### config.mk
export PLATFORM = sky130hd
export DESIGN_NAME = fetch_stage
export DESIGN_NICKNAME = d
export VERILOG_FILES = /design/src/rtl/fetch_stage_pkg.sv /design/src/rtl/cla_16b.sv /design/src/rtl/fetch_stage.sv
export SDC_FILE = /design/constraint.sdc
export NUM_CORES = 1
export LEC_CHECK = 0
export CAP_MARGIN = 30
export CORE_MARGIN = 4
export CORE_UTILIZATION = 55
export DETAILED_ROUTE_END_ITERATION = 16
export PLACE_DENSITY = 0.92
export SLEW_MARGIN = 20
export SYNTH_ARGS = -nofsm -noshare
export SYNTH_HDL_FRONTEND = slang
export SYNTH_HIERARCHICAL = 1
export SYNTH_SLANG_ARGS = --single-unit
### constraint.sdc
create_clock -name i_clk -period 6.9 [get_ports i_clk]
set_clock_uncertainty 0.1 [all_clocks]
set_input_delay 1.035 -clock i_clk [delete_from_list [all_inputs] [get_ports i_clk]]
set_output_delay 1.035 -clock i_clk [all_outputs]
set_load 0.1 [all_outputs]
### src/rtl/fetch_stage_pkg.sv
// Shared definitions for the fetch stage: reset constants, FSM encoding, IF/ID layout.
package fetch_stage_pkg;

    localparam logic [15:0] RESET_PC  = 16'h0000;
    localparam logic [15:0] NOP_INSTR = 16'h0800;

    typedef enum logic [1:0] {
        StFetch  = 2'b00,
        StHeld   = 2'b01,
        StHalted = 2'b10
    } fetch_state_e;

    // One IF/ID entry; the hold buffer uses the same layout.
    typedef struct packed {
        logic [15:0] instr;
        logic [15:0] pc_2;
        logic        valid;
    } ifid_t;

endpackage

### src/rtl/cla_16b.sv
// 16-bit carry-lookahead adder built from four 4-bit lookahead groups.
module cla_16b (
    input  logic [15:0] i_a,
    input  logic [15:0] i_b,
    input  logic        i_c_in,
    output logic [15:0] o_sum
);

    // Group generate/propagate feed the inter-group carries; bits ripple inside a group.
    always_comb begin
        logic [15:0] v_g;
        logic [15:0] v_p;
        logic [2:0]  v_gg;
        logic [2:0]  v_gp;
        logic [3:0]  v_nc;
        logic [15:0] v_c;
        v_g  = i_a & i_b;
        v_p  = i_a ^ i_b;
        v_gg = '0;
        v_gp = '0;
        v_nc = '0;
        v_c  = '0;
        v_nc[0] = i_c_in;
        for (int k = 0; k < 3; k++) begin
            v_gg[k] = v_g[4*k+3]
                    | (v_p[4*k+3] & v_g[4*k+2])
                    | (v_p[4*k+3] & v_p[4*k+2] & v_g[4*k+1])
                    | (v_p[4*k+3] & v_p[4*k+2] & v_p[4*k+1] & v_g[4*k]);
            v_gp[k] = &v_p[4*k +: 4];
            v_nc[k+1] = v_gg[k] | (v_gp[k] & v_nc[k]);
        end
        for (int k = 0; k < 4; k++) begin
            v_c[4*k] = v_nc[k];
            for (int j = 0; j < 3; j++) begin
                v_c[4*k+j+1] = v_g[4*k+j] | (v_p[4*k+j] & v_c[4*k+j]);
            end
        end
        o_sum = v_p ^ v_c;
    end

endmodule

### src/rtl/fetch_stage.sv
// Instruction fetch stage with PC, variable-latency memory handshake and IF/ID register.
module fetch_stage
    import fetch_stage_pkg::*;
#(
    parameter logic [15:0] RESET_PC_P  = RESET_PC,
    parameter logic [15:0] NOP_INSTR_P = NOP_INSTR
) (
    input  logic        i_clk,
    input  logic        i_rst_n,
    input  logic        i_stall,
    input  logic        i_redirect,
    input  logic [15:0] i_redirect_pc,
    input  logic        i_halt,
    output logic        o_imem_req,
    output logic [15:0] o_imem_addr,
    input  logic [15:0] i_imem_rdata,
    input  logic        i_imem_ready,
    input  logic        i_imem_err,
    output logic [15:0] o_instr_out,
    output logic [15:0] o_pc_2_out,
    output logic        o_valid_out,
    output logic        o_err
);

    localparam ifid_t LP_BUBBLE = '{instr: NOP_INSTR_P, pc_2: 16'h0000, valid: 1'b0};

    fetch_state_e r_state;
    logic [15:0]  r_pc;
    ifid_t        r_ifid;
    ifid_t        r_buf;
    logic         r_err;
    logic [15:0]  w_pc_plus2;

    cla_16b u_pc_inc (
        .i_a    (r_pc),
        .i_b    (16'h0002),
        .i_c_in (1'b0),
        .o_sum  (w_pc_plus2)
    );

    // FSM, PC, IF/ID and hold buffer; redirect > stall > halt > ready in FETCH.
    always_ff @(posedge i_clk or negedge i_rst_n) begin
        if (!i_rst_n) begin
            r_state <= StFetch;
            r_pc    <= RESET_PC_P;
            r_ifid  <= LP_BUBBLE;
            r_buf   <= '0;
            r_err   <= 1'b0;
        end else begin
            unique case (r_state)
                StFetch: begin
                    if (i_redirect) begin
                        r_ifid <= LP_BUBBLE;
                        if (i_redirect_pc[0]) begin
                            r_err   <= 1'b1;
                            r_state <= StHalted;
                        end else begin
                            r_pc <= i_redirect_pc;
                        end
                    end else if (i_stall) begin
                        if (i_imem_ready) begin
                            if (i_imem_err) begin
                                r_err   <= 1'b1;
                                r_state <= StHalted;
                            end else begin
                                r_buf   <= '{instr: i_imem_rdata, pc_2: w_pc_plus2, valid: 1'b1};
                                r_pc    <= w_pc_plus2;
                                r_state <= StHeld;
                            end
                        end
                    end else if (i_halt) begin
                        r_ifid  <= LP_BUBBLE;
                        r_state <= StHalted;
                    end else if (i_imem_ready) begin
                        if (i_imem_err) begin
                            r_ifid  <= LP_BUBBLE;
                            r_err   <= 1'b1;
                            r_state <= StHalted;
                        end else begin
                            r_ifid <= '{instr: i_imem_rdata, pc_2: w_pc_plus2, valid: 1'b1};
                            r_pc   <= w_pc_plus2;
                        end
                    end else begin
                        r_ifid <= LP_BUBBLE;
                    end
                end
                StHeld: begin
                    if (i_redirect) begin
                        r_ifid <= LP_BUBBLE;
                        r_buf  <= '0;
                        if (i_redirect_pc[0]) begin
                            r_err   <= 1'b1;
                            r_state <= StHalted;
                        end else begin
                            r_pc    <= i_redirect_pc;
                            r_state <= StFetch;
                        end
                    end else if (i_stall) begin
                        r_state <= StHeld;
                    end else if (i_halt) begin
                        r_ifid  <= LP_BUBBLE;
                        r_buf   <= '0;
                        r_state <= StHalted;
                    end else begin
                        r_ifid  <= r_buf;
                        r_buf   <= '0;
                        r_state <= StFetch;
                    end
                end
                StHalted: begin
                    r_ifid <= LP_BUBBLE;
                end
                default: begin
                    r_ifid  <= LP_BUBBLE;
                    r_state <= StHalted;
                end
            endcase
        end
    end

    // Request only while fetching and never while reset is held.
    assign o_imem_req  = (r_state == StFetch) && i_rst_n;
    assign o_imem_addr = r_pc;
    assign o_instr_out = r_ifid.instr;
    assign o_pc_2_out  = r_ifid.pc_2;
    assign o_valid_out = r_ifid.valid;
    assign o_err       = r_err;

endmodule

==> key figures <==
Routing
  – Detailed Routing Iterations Pass 1: 4
  – DR WL/cell: 18.25 µm
  – Routed WL: 10510 µm
  – Vias per cell: 5.778
  – Initial DRC Count: 188
  – Residual DRC: 0
  – Antenna Violating Nets Remaining: 0
  – Via count: 3328

Yosys
  – Avg Inst Size Synth: 11.96 µm²
  – Post-synth EDFFs: 0
  – Seq/Total Area, Yosys: 49.03%
  – Synth warn: 6
  – Synth Register Bits: 85
  – Synth Flop Type: dfrtp_1
  – Async SR Flop Fraction: 100.0%
  – Cell count after synthesis: 363
  – Post-Syn Area: 0.004340 mm²
  – Netlist cell types: 48

STA
  – Final worst path period share: 57.08%
  – Max_slew headroom: 32.36%
  – Final Max Slew Viols: 0
  – Setup TNS: 0 ns
  – Unrepaired setup endpoints after global routing: no
  – Hold violation total from the final report: 0
  – Final setup violation count: 0
  – Worst Tran Pin Value: 1.011 ns
  – Fin crit period: 3.939 ns
  – Max Freq: 253.9 MHz
  – Final worst slack: 2.961 ns

Pwr
  – Power Density: 201.7 mW/mm²
  – LEAKAGE: 2.573 nW
  – Worst vdd ir: 0.09578 mV
  – Power Total: 1.130 mW

Global route
  – Largest net degree at the start of global routing: 47
  – Gr usage total: 23.27%
  – Antenna violations before repair: 0
  – Number of global-route vias before repair: 3572
  – Met3 Usage GRT: 5.624%
  – GRT Max-Usage Layer: met2
  – Grt total ovfl: 0
  – First-pass GRT wire length: 17820 µm
  – GR Layer Usage met2: 37.90%
  – Global-route met1 utilization: 30.46%

Hold path
  – Hold WC Path Type: reg -> reg
  – Hold Path Stages: 2
  – Endpoint of the worst hold path: o_err
  – Hold Crit Start: o_err

Floorplanning
  – Die ar.: 0.009377 mm²
  – Top Ports: 90
  – Starting density of the core: 56.46%
  – Die Y-Extent: 96.84 µm
  – DIE WIDTH: 96.84 µm
  – Row Count: 32
  – Core area: 0.007687 mm²

Critical path
  – Worst flop-to-flop path startpoint: o_imem_addr[2]
  – Worst r2r path cells: 13
  – Worst setup EP type: primary output
  – Crit Reg-Reg Endpoint: o_imem_addr[15]
  – Worst Path Required: 5.76 ns
  – Critical path launch point type: primary input
  – R2R Setup Slk: 3.11 ns
  – Crit Path Max Fanout: 41
  – Critical Path AT: 2.80 ns
  – WS Path Type: in -> out

Final layout
  – Area growth from synthesis to layout: 29.14%
  – Final Core Density: 72.92%
  – Antenna Cells: 0
  – Layout cell share with drive strength beyond 1: 6.540%
  – Fin cells: 576
  – Final #Nets: 532

Clock tree
  – Clk buf depth: 2
  – Hold Buf Count CTS: 0
  – CTS tree: yes
  – Clk Tree Root Cell: clkbuf_8
  – Clock transition at the registers of the reported paths: 0.08 ns
  – H-tree depth reported by CTS: 3
  – CTS resizes: 0
  – Clk sink count: 85
  – Post CTS Setup Buffer Count: 0
  – CTS Buf Count: 9
  – Worst-Skew Late Latency: 0.36 ns

Run
  – Max Cap Viol: 0

Placed design
  – Post-DP HPWL: 7281 µm
  – Placer Congestion: 0.8865
  – I/O Buffers: 89
  – Worst slack, placed: 2.933 ns
  – Placed cell count: 559

Status
  – Run status: completed
==> per-layer routing <==
| metal | routed length (µm) | vias up |
|---|---|---|
| met5 | 0 | - |
| met4 | 193 | 0 |
| met3 | 599 | 19 |
| met2 | 5170 | 133 |
| met1 | 4550 | 1653 |
| li1 | - | 1523 |
==> layout make-up <==
cell class,count,area [µm²]
clock buffer,11,151.4
inverter,16,60.06
fill,532,2082
clock inverter,5,82.58
sequential,85,2128
timing repair buffer,95,948.4
multi-input combinational,262,2107
tap,102,127.6
==> state kept, by name (all words and copies together), names as in the netlist <==
register,flops
r_state,2
r_buf,33
o_err,1
o_pc_2_out,16
o_valid_out,1
o_instr_out,16
o_imem_addr,16
==> report_power, final <==
| group | internal [mW] | switching [mW] |
|---|---|---|
| clock | 0.224 | 0.181 |
| combinational | 0.0786 | 0.128 |
| sequential | 0.508 | 0.0118 |
==> cell usage in the layout (no fill, tap or decap), types with 2 or more instances in the layout <==
master            n
nor2_2            2
nor2_1            8
mux2i_1          14
clkinvlp_4        3
o2bb2ai_1        14
fa_1             12
ha_1             12
nor2b_1          18
bufinv_16         2
buf_8             2
a22o_1           31
a21o_1            4
and2_1           32
conb_1           27
buf_4             5
a31oi_1           2
nor3_1            3
dfrtp_1          84
o31ai_1           2
nand2_1           9
nand2b_1          3
inv_1            16
a221o_1          32
nor4b_2           2
clkdlybuf4s50_1  88
nand3_1           2
clkbuf_8         11
xnor2_1           4
a21oi_1           8
==> per-stage QoR <==
step / area (µm²) / hold slack, ns
after floorplan: 4434 / 0.3667
after global placement: 5341 / 0.3539
after detailed placement: 5356 / 0.3569
after CTS: 5590 / 0.3767
after global routing: 5605 / 0.3986
final: 5605 / 0.3711
==> logic make-up (layout without fill, tap and decap cells) <==
family | after synthesis | count (layout) | synth area share, %
multiplexers | 14 | 14 | 3.228
XOR/XNOR | 5 | 5 | 1.009
AND/OR/NAND/NOR | 89 | 89 | 12.40
adder cells (fa/ha/maj) | 24 | 24 | 8.994
buffers and inverters | 41 | 127 | 4.699
flip-flops | 85 | 85 | 49.03
AO/OA/AOI/OAI | 103 | 103 | 20.47
other | 2 | 27 | 0.1730
==> synthesized netlist by cell type (2+ instances only) <==
| library cell | n | area share (%) |
|---|---|---|
| a21o_1 | 4 | 0.69 |
| a21oi_1 | 8 | 0.92 |
| a221o_1 | 32 | 7.4 |
| a22o_1 | 31 | 6.3 |
| a31oi_1 | 2 | 0.29 |
| and2_1 | 32 | 4.6 |
| buf_2 | 10 | 1.2 |
| buf_4 | 2 | 0.35 |
| buf_6 | 4 | 1.0 |
| clkbuf_1 | 9 | 0.78 |
| conb_1 | 2 | 0.17 |
| dfrtp_1 | 84 | 48 |
| fa_1 | 12 | 5.5 |
| ha_1 | 12 | 3.5 |
| inv_1 | 16 | 1.4 |
| mux2i_1 | 14 | 3.2 |
| nand2_1 | 9 | 0.78 |
| nand2b_1 | 3 | 0.43 |
| nand3_1 | 2 | 0.23 |
| nor2_1 | 10 | 0.86 |
| nor2b_1 | 18 | 2.6 |
| nor3_1 | 3 | 0.35 |
| nor4b_2 | 2 | 0.69 |
| o2bb2ai_1 | 14 | 2.8 |
| o31ai_1 | 2 | 0.35 |
| xnor2_1 | 4 | 0.81 |
==> worst max-delay path, cell delays in order <==
cell and delay (ns):
buf_4 0.41, and2_1 0.20, clkdlybuf4s50_1 1.14
==> worst max path at each step <==
stage / startpoint / endpoint / slack (ns) / cells past startpoint
global placement: i_rst_n / o_imem_req / 2.94 / 3
global route: o_imem_addr[2] / o_imem_addr[15] / 2.85 / 13
floorplan: o_imem_addr[2] / o_pc_2_out[15] / 3.11 / 12
CTS: i_rst_n / o_imem_req / 2.92 / 3
detailed placement: i_rst_n / o_imem_req / 2.93 / 3
finish: i_rst_n / o_imem_req / 2.96 / 3
No activity file was read; power rests on OpenSTA's default activity.
==> RTL edit: new RTL, config.mk and constraints unchanged <==
Re-encode `fetch_state_e` (3 states) as one-hot, 3 bits wide.
--- a/src/rtl/fetch_stage_pkg.sv
+++ b/src/rtl/fetch_stage_pkg.sv
@@ -6,6 +6,6 @@
 
-    typedef enum logic [1:0] {
-        StFetch  = 2'b00,
-        StHeld   = 2'b01,
-        StHalted = 2'b10
+    typedef enum logic [2:0] {
+        StFetch  = 3'b001,
+        StHeld   = 3'b010,
+        StHalted = 3'b100
     } fetch_state_e;
Formal check against the unedited RTL: no difference found for any inputs over 4 cycles, from zero or initial values and one cycle with i_rst_n low; so few cycles prove little.
==> RTL edit against the original RTL <==
Count of clock-buffer cells in the layout did not move; total power fell by 7.6%; synthesized area rose by 9.7%; critical path depth did not move; global-route usage rose by 2.0 points; design area rose by 7.6%; sequential cell count rose by 1; utilization fell by 0.26 points; wire length rose by 15%; worst setup slack improved by 63 ps; via count rose by 14%.
==> RTL edit: results (changes against the original RTL) <==
Worst Path Arrival - 2740 ps (was 2800 ps)
Register area - 0.00215 mm² (was 0.00213 mm²)
R2R Path End - r_buf[16] (was o_imem_addr[15])
Non-filler cells, final - 659 (was 576)
Pleak - 2.61 nW (was 2.57 nW)
Largest net degree at the start of global routing - 58 (was 47)
Drt wl/cell - 18.4 µm (was 18.3 µm)
Status - complete, no violations (unchanged)
Routing usage on met3 - 6.44% (was 5.62%)
Crit Path Max Fanout - 33 (was 41)
Grt met2 use - 42.4% (was 37.9%)
Register area share after synthesis - 45.3% (was 49.0%)
Met1 usage in global routing - 31.6% (was 30.5%)
VDD IR-drop max - 0.103 mV (was 0.0958 mV)
# nets final - 612 (was 532)
Routability cong. - 0.936 (was 0.887)
Worst hold slack - 382 ps (was 371 ps)
Placed cell area - 0.00581 mm² (was 0.00536 mm²)
Gr usage total - 25.2% (was 23.3%)
Share of cells above drive strength 1 - 13.7% (was 6.54%)
Adder-cell share of the synthesized area - 8.20% (was 8.99%)
Mux share of post-synthesis cell area - 7.57% (was 3.23%)
Synth Instances - 448 (was 363)
Top FF cell, synth - dfrtp_1 (unchanged)
Worst reg-to-reg setup slack - 3130 ps (was 3110 ps)
Drt initial violations - 324 (was 188)
Clk_lat worst skew - 360 ps (about the same)
Via density per instance - 5.77 (was 5.78)
Reg clk slew, reported paths - 80 ps (about the same)
DP HPWL - 8.35 mm (was 7.28 mm)
Post-synth top cells - dfrtp_1 (84), o21ai_0 (58), nand2_1 (38) (was dfrtp_1 (84), a221o_1 (32), and2_1 (32))
Multi-input gates - 340 (was 262)
Fill cells - 577 (was 532)
Compound-gate portion of the synthesized area - 20.3% (was 20.5%)
Slew HR - 33.2% (was 32.4%)
Vias in the first global route - 4076 (was 3572)
Layout clock area frac - 3.20% (was 4.17%)
Slowest-stage cell, CP - clkdlybuf4s50_1 (unchanged)
Non-clk bufs - 96 (was 95)
DRC Markers - 0 (unchanged)
Post-Synth XOR/XNOR Area - 0.920% (was 1.01%)
HP Start - o_valid_out (was o_err)
First-pass GRT wire length - 20.1 mm (was 17.8 mm)
Multi-input logic area - 0.00250 mm² (was 0.00211 mm²)
# diodes - 0 (unchanged)
Reg2reg path depth - 12 (was 13)
Hold Path Sink - o_valid_out (was o_err)
Root Driver - clkbuf_8 (unchanged)
Fraction of area in multi-input gates - 41.4% (was 37.6%)
Setup Slack @ Placement - 2990 ps (was 2930 ps)
Die width - 101 µm (was 96.8 µm)
Post-synth cell types - 51 (was 48)
Ranking of synthesized cells by area - dfrtp_1 (44%), mux2_2 (7.3%), o21ai_0 (6.1%) (was dfrtp_1 (48%), a221o_1 (7.4%), a22o_1 (6.3%))
Clk sinks - 86 (was 85)
Post-synth ARST share - 100% (unchanged)
CTS H-tree depth - 3 (unchanged)
FF-to-FF Start - o_imem_addr[2] (unchanged)
Buffering overhead - 16.5% (was 16.9%)
Placed Cells - 641 (was 559)
Port bufs - 89 (unchanged)
## RTL edit: cell types whose count changed after synthesis, moves of 31 or more
cell	before	now
a221o_1	32	1
mux2_2	0	31
and2_1	32	1
o21ai_0	1	58
a22o_1	31	0
a22oi_1	0	31
## RTL edit: worst max path at each step
stage | start | to | slack [ps] | cells past startpoint
floorplan | o_imem_addr[2] | r_buf[16] | 3110 | 12
global placement | i_rst_n | o_imem_req | 2490 | 3
detailed placement | i_rst_n | o_imem_req | 2990 | 3
CTS | i_rst_n | o_imem_req | 2990 | 3
global route | o_imem_addr[2] | o_pc_2_out[15] | 2890 | 12
finish | i_rst_n | o_imem_req | 3020 | 3
## RTL edit: routing by layer
metal	part of all wire, %	vias to the layer above	routed length (µm)
met4	2.5	0	300
met2	51	144	6230
li1	-	1743	-
met1	40	1888	4800
met5	0	-	0
met3	6.4	26	775
## RTL edit: power by group
group	leakage (nW)	switching (mW)	internal, mW
clock	0.0922	0.187	0.153
combinational	1.36	0.114	0.0746
sequential	1.16	0.00717	0.508
